## src/rtl/booth_seq_arb_if.sv

```systemverilog
// Handshake bundle between the Booth multiplier sequencer/arbiter and its two
// requesters plus the shared datapath.
interface booth_seq_arb_if;
    logic req0;
    logic req1;
    logic q0;
    logic q_1;
    logic gnt0;
    logic gnt1;
    logic sel;
    logic carga_qm;
    logic carga_a;
    logic resta;
    logic desplaza;
    logic busy;
    logic fin;

    modport master (
        output req0, req1, q0, q_1,
        input  gnt0, gnt1, sel, carga_qm, carga_a, resta, desplaza, busy, fin
    );

    modport slave (
        input  req0, req1, q0, q_1,
        output gnt0, gnt1, sel, carga_qm, carga_a, resta, desplaza, busy, fin
    );
endinterface

```

## src/rtl/booth_seq_arb.sv

```systemverilog
// Two-requester arbiter and control sequencer for a shared radix-2 Booth datapath.
// Define ARB_RR_EN for round-robin on simultaneous requests (default: requester 0 wins).
module booth_seq_arb #(
    parameter int N = 8
) (
    input logic            clk,
    input logic            reset_n,
    booth_seq_arb_if.slave bus
);
    localparam int CW = $clog2(N + 1);

    typedef enum logic [2:0] {IDLE, LOAD, EVAL, SHIFT, DONE} state_t;

    state_t        state;
    logic [CW-1:0] cnt;
    logic          gnt0_r, gnt1_r, sel_r, carga_qm_r, desplaza_r, busy_r, fin_r, eval_r;
    logic          win;

`ifdef ARB_RR_EN
    logic last_gnt;
    assign win = (bus.req0 && bus.req1) ? ~last_gnt : bus.req1;
`else
    assign win = bus.req1 && !bus.req0;
`endif

    always_ff @(posedge clk or negedge reset_n) begin
        if (!reset_n) begin
            state      <= IDLE;
            cnt        <= '0;
            gnt0_r     <= 1'b0;
            gnt1_r     <= 1'b0;
            sel_r      <= 1'b0;
            carga_qm_r <= 1'b0;
            desplaza_r <= 1'b0;
            busy_r     <= 1'b0;
            fin_r      <= 1'b0;
            eval_r     <= 1'b0;
`ifdef ARB_RR_EN
            last_gnt   <= 1'b1;
`endif
        end else begin
            carga_qm_r <= 1'b0;
            desplaza_r <= 1'b0;
            fin_r      <= 1'b0;
            eval_r     <= 1'b0;
            case (state)
                IDLE: begin
                    if (bus.req0 || bus.req1) begin
                        state      <= LOAD;
                        gnt0_r     <= ~win;
                        gnt1_r     <= win;
                        sel_r      <= win;
                        busy_r     <= 1'b1;
                        carga_qm_r <= 1'b1;
`ifdef ARB_RR_EN
                        last_gnt   <= win;
`endif
                    end
                end
                LOAD: begin
                    cnt    <= CW'(N);
                    state  <= EVAL;
                    eval_r <= 1'b1;
                end
                EVAL: begin
                    state      <= SHIFT;
                    desplaza_r <= 1'b1;
                end
                SHIFT: begin
                    cnt <= cnt - CW'(1);
                    if (cnt == CW'(1)) begin
                        state <= DONE;
                        fin_r <= 1'b1;
                    end else begin
                        state  <= EVAL;
                        eval_r <= 1'b1;
                    end
                end
                DONE: begin
                    state  <= IDLE;
                    gnt0_r <= 1'b0;
                    gnt1_r <= 1'b0;
                    sel_r  <= 1'b0;
                    busy_r <= 1'b0;
                end
                default: state <= IDLE;
            endcase
        end
    end

    // The datapath shifts Q at the end of SHIFT, so the add/sub decision must
    // see the live Q bits during EVAL rather than a registered copy.
    assign bus.carga_a  = eval_r & (bus.q0 ^ bus.q_1);
    assign bus.resta    = eval_r & bus.q0 & ~bus.q_1;
    assign bus.gnt0     = gnt0_r;
    assign bus.gnt1     = gnt1_r;
    assign bus.sel      = sel_r;
    assign bus.carga_qm = carga_qm_r;
    assign bus.desplaza = desplaza_r;
    assign bus.busy     = busy_r;
    assign bus.fin      = fin_r;
endmodule
```

## src/flat_wrapper.sv

```systemverilog
// flat-port wrapper written by rule: the top's interface ports become plain ports
module booth_seq_arb_flat 
#(
    parameter int N = 8
)
  (clk, reset_n, bus_req0, bus_req1, bus_q0, bus_q_1, bus_gnt0, bus_gnt1, bus_sel, bus_carga_qm, bus_carga_a, bus_resta, bus_desplaza, bus_busy, bus_fin);
  booth_seq_arb_if bus_i ();
  input logic clk;
  input logic reset_n;
  input wire logic [$bits(bus_i.req0)-1:0] bus_req0;
  input wire logic [$bits(bus_i.req1)-1:0] bus_req1;
  input wire logic [$bits(bus_i.q0)-1:0] bus_q0;
  input wire logic [$bits(bus_i.q_1)-1:0] bus_q_1;
  output wire logic [$bits(bus_i.gnt0)-1:0] bus_gnt0;
  output wire logic [$bits(bus_i.gnt1)-1:0] bus_gnt1;
  output wire logic [$bits(bus_i.sel)-1:0] bus_sel;
  output wire logic [$bits(bus_i.carga_qm)-1:0] bus_carga_qm;
  output wire logic [$bits(bus_i.carga_a)-1:0] bus_carga_a;
  output wire logic [$bits(bus_i.resta)-1:0] bus_resta;
  output wire logic [$bits(bus_i.desplaza)-1:0] bus_desplaza;
  output wire logic [$bits(bus_i.busy)-1:0] bus_busy;
  output wire logic [$bits(bus_i.fin)-1:0] bus_fin;
  assign bus_i.req0 = bus_req0;
  assign bus_i.req1 = bus_req1;
  assign bus_i.q0 = bus_q0;
  assign bus_i.q_1 = bus_q_1;
  assign bus_gnt0 = bus_i.gnt0;
  assign bus_gnt1 = bus_i.gnt1;
  assign bus_sel = bus_i.sel;
  assign bus_carga_qm = bus_i.carga_qm;
  assign bus_carga_a = bus_i.carga_a;
  assign bus_resta = bus_i.resta;
  assign bus_desplaza = bus_i.desplaza;
  assign bus_busy = bus_i.busy;
  assign bus_fin = bus_i.fin;
  booth_seq_arb #(.N(N)) u_core (.clk(clk), .reset_n(reset_n), .bus(bus_i));
endmodule
```

## config.mk

```make
export PLATFORM = sky130hd
export DESIGN_NAME = booth_seq_arb_flat
export DESIGN_NICKNAME = d
export VERILOG_FILES = /design/src/rtl/booth_seq_arb_if.sv /design/src/rtl/booth_seq_arb.sv /design/src/flat_wrapper.sv
export SDC_FILE = /design/constraint.sdc
export NUM_CORES = 1
export LEC_CHECK = 0
export CAP_MARGIN = 20
export CORE_UTILIZATION = 44
export DETAILED_ROUTE_END_ITERATION = 16
export GPL_TIMING_DRIVEN = 0
export PLACE_DENSITY = 0.79
export SLEW_MARGIN = 20
export SYNTH_ARGS = -nofsm -noshare
export SYNTH_HDL_FRONTEND = slang
export SYNTH_SLANG_ARGS = --single-unit
```

## constraint.sdc

```tcl
create_clock -name clk -period 1.25 [get_ports clk]
set_input_delay 0.1875 -clock clk [delete_from_list [all_inputs] [get_ports clk]]
set_output_delay 0.1875 -clock clk [all_outputs]
set_load 0.005 [all_outputs]
```

==> out/qor.txt, run 1 <==
status: finished clean
post-synth top area share: 0.5534
Peak Freq: 818.1 MHz
vias per inst: 5.202
post-DP HPWL: 864.9 um
Non-Filler Instances: 94
die area: 1594 um^2
fin. max-slew vios: 0
IO Count: 15
Distinct cells, synth: 27
post-synth top area cell: dfrtp_1
Initial Utilization: 0.4805
slowest cell on the critical path: dfrtp_1
nets: 89
Setup violations, final: 0
ys async rst share: 1.000
Core Area: 1318 um^2
H-tree Lvls: 1
post-synthesis sequential area ratio: 0.5534
Period minus WS final: 1222 ps
Worst Skew: 7.485 ps
CP cell instances: buf_4, buf_4, buf_4
global-route wire length before repair: 1.683 mm
gpl congestion: 0.7290
met3 Use GR: 0.03333
final period utilization: 0.9779
synthesized area: 633.1 um^2
slew margin rel.: 0.6009
Final ANT Viol Nets: 0
max cap viols: 0
path type of the worst min-delay path: input pin to asynchronous set/reset pin
Worst VDD drop: 1274 uV
CP Max Fanout: 2
met2 Track Usage GR: 0.2742
synth-to-layout area growth: 29.84%
Critical Path Start Type: register
Placed Cells: 88
Worst EP required: 1060 ps
area of the multi-input gates: 257.7 um^2
Skew-Pair Late Insertion Delay: 270 ps
reg2reg setup slack: 50 ps
peak per-stage delay on the critical path: 380 ps
arrival time worst endpoint: 1030 ps
Routed Wire Length: 1.132 mm
initial antenna violation count: 0
Chip Width: 39.93 um
CTS tree: done
crit path kind: register to primary output
R2R cell count: 4
worst slew pin tran: 596.9 ps
FF-to-FF Start: u_core.state[2]$_DFFE_PN0P_
DR pass1 iterations: 2
number of global-route vias before repair: 408
top-count cell post-synth: dfrtp_1
GRT Util Overall: 0.1661
Final Hold Fails: 0
Chip Height: 39.93 um
DR vias: 489
Most Crowded Layer GR: met2
share of post-route cells with drive strength above 1: 0.1772
Core Rows: 13
Critical Path Start: u_core.bus.gnt1$_DFFE_PN0P_
ANT cells: 0
Leakage: 0.4005 nW
Post-Syn Nets: 67
DR iter-0 viols: 8
gr ovfl total: 0
clock sink total: 14
Avg Cell Area, Syn: 10.73 um^2
Mapped Cells: 59
CP Capture Type: primary output
top cells by area, synth: dfrtp_1 55%, and2_1 4.0%, ha_1 4.0%, a21oi_1 3.2%, a22o_1 2.8%
Port Buffers: 14
Top cell by count, worst path: buf_4
Bufs on Longest Clock Path: 2
number of flops mapped to enable cells by yosys: 0
unrepaired setup endpoints after global routing: true
Clock Pin Slew Worst Setup and Hold Paths: 80 ps
Synth warnings: 0
drt wl/cell: 12.04 um
FF+latch area: 350.3 um^2
M1 GR Usage: 0.2064
pwr dens: 2246 nW/um^2
FF+latch count, synth: 14
DRC: 0
Most used DFF post-synth: dfrtp_1
Root Buffer: clkbuf_4
largest net degree at the start of global routing: 15
final worst slack: 27.59 ps
Synth top cells by count: 14 x dfrtp_1, 4 x a21oi_1, 4 x and2_1, 4 x nor2_1
CTS Buf Count: 3
Layout fillers: 135
pre-CTS setup slack: -377.4 ps
-- sequential cells by signal, summed over array words and instances, names as in the netlist --
name                 flops
u_core.bus.busy          1
u_core.bus.carga_qm      1
u_core.bus.desplaza      1
u_core.bus.fin           1
u_core.bus.gnt0          1
u_core.bus.gnt1          1
u_core.cnt               4
u_core.eval_r            1
u_core.state             3
-- final timing paths --
path | to
worst min-delay path | u_core.bus.gnt0$_DFFE_PN0P_
worst max register to register | u_core.cnt[3]$_DFFE_PN0P_
worst min register to register | u_core.bus.gnt0$_DFFE_PN0P_
min in group clk | u_core.bus.gnt0$_DFFE_PN0P_
max in group asynchronous | u_core.cnt[3]$_DFFE_PN0P_
worst max-delay path | bus_sel
-- cell families (layout without fill, tap and decap cells) --
family                   after synthesis  after routing  share of synthesized area
AND/OR/NAND/NOR                       24             24                     0.2253
flip-flops                            14             14                     0.5534
AO/OA/AOI/OAI                         13             13                     0.1285
buffers and inverters                  5             25                    0.03954
adder cells (fa/ha/maj)                2              2                    0.03952
XOR/XNOR                               1              1                    0.01384
-- what timing repair did --
action / CTS / global route
gates resized for setup: 13 / 0
hold buffers: 0 / 0
buffers inserted: 2 / 1
setup endpoints to repair: 9 / 2
-- stage by stage --
step	util	setup TNS [ps]	hold WS, ps	instance area (um^2)	total power, mW
floorplan	-	0	-108.1	633.1	1.270
global placement	0.6011	-603.8	493.8	792.0	1.578
detailed placement	0.6011	-671.3	510.5	792.0	1.630
CTS	0.6182	0	309.4	814.5	1.842
global route	0.6239	-65.82	354.9	822.0	2.019
finish	0.6239	0	289.3	822.0	1.846
-- where the power goes --
part	internal [mW]	total (mW)	switching, mW	leakage (nW)
Combinational	0.459	0.829	0.371	0.219
Clock	0.111	0.238	0.127	0.0138
Sequential	0.647	0.779	0.132	0.167
Total	1.22	1.85	0.630	0.401
-- cells in the final DEF, fill, tap and decap left out, types with 2 or more instances in the layout --
cell type	synthesis	routed
ha_1	2	2
o21ai_1	3	3
nand2b_1	2	2
and2_1	4	4
dlygate4sd2_1	0	10
buf_4	1	5
dfrtp_1	14	14
nor3_1	2	2
clkbuf_4	0	3
buf_2	2	2
nand2_1	3	3
a21oi_1	4	4
inv_1	2	2
nor2_1	4	4
clkdlybuf4s50_1	0	3
a22o_1	2	2
-- cell type report --
cell class                      instances  share of cell area
Tap cell                               15             0.02283
Timing Repair Buffer                   17              0.1796
Clock buffer                            3             0.02740
Multi-Input combinational cell         40              0.3135
Buffer                                  3             0.02131
Inverter                                2            0.009132
Sequential cell                        14              0.4262
-- critical path: cells and delay by family (launching register included) --
family                 cells  cell delay [ps]
buffers and inverters      3              390
flip-flops                 1              380
-- routing by layer --
layer | vias up | share of wire | wire (um)
met3 | 2 | 0.036 | 41
met5 | - | 0 | 0
met4 | 0 | 0.0080 | 9
li1 | 242 | - | -
met1 | 234 | 0.43 | 487
met2 | 11 | 0.52 | 593
Note: power is estimated with default switching activity, not from simulation.
==> run 2: changes to the inputs <==
ABC_CLOCK_PERIOD_IN_PS = 1250   (was not set)
==> results of run 2 <==
Final layout, timing and power as in run 1 (identical DEF).
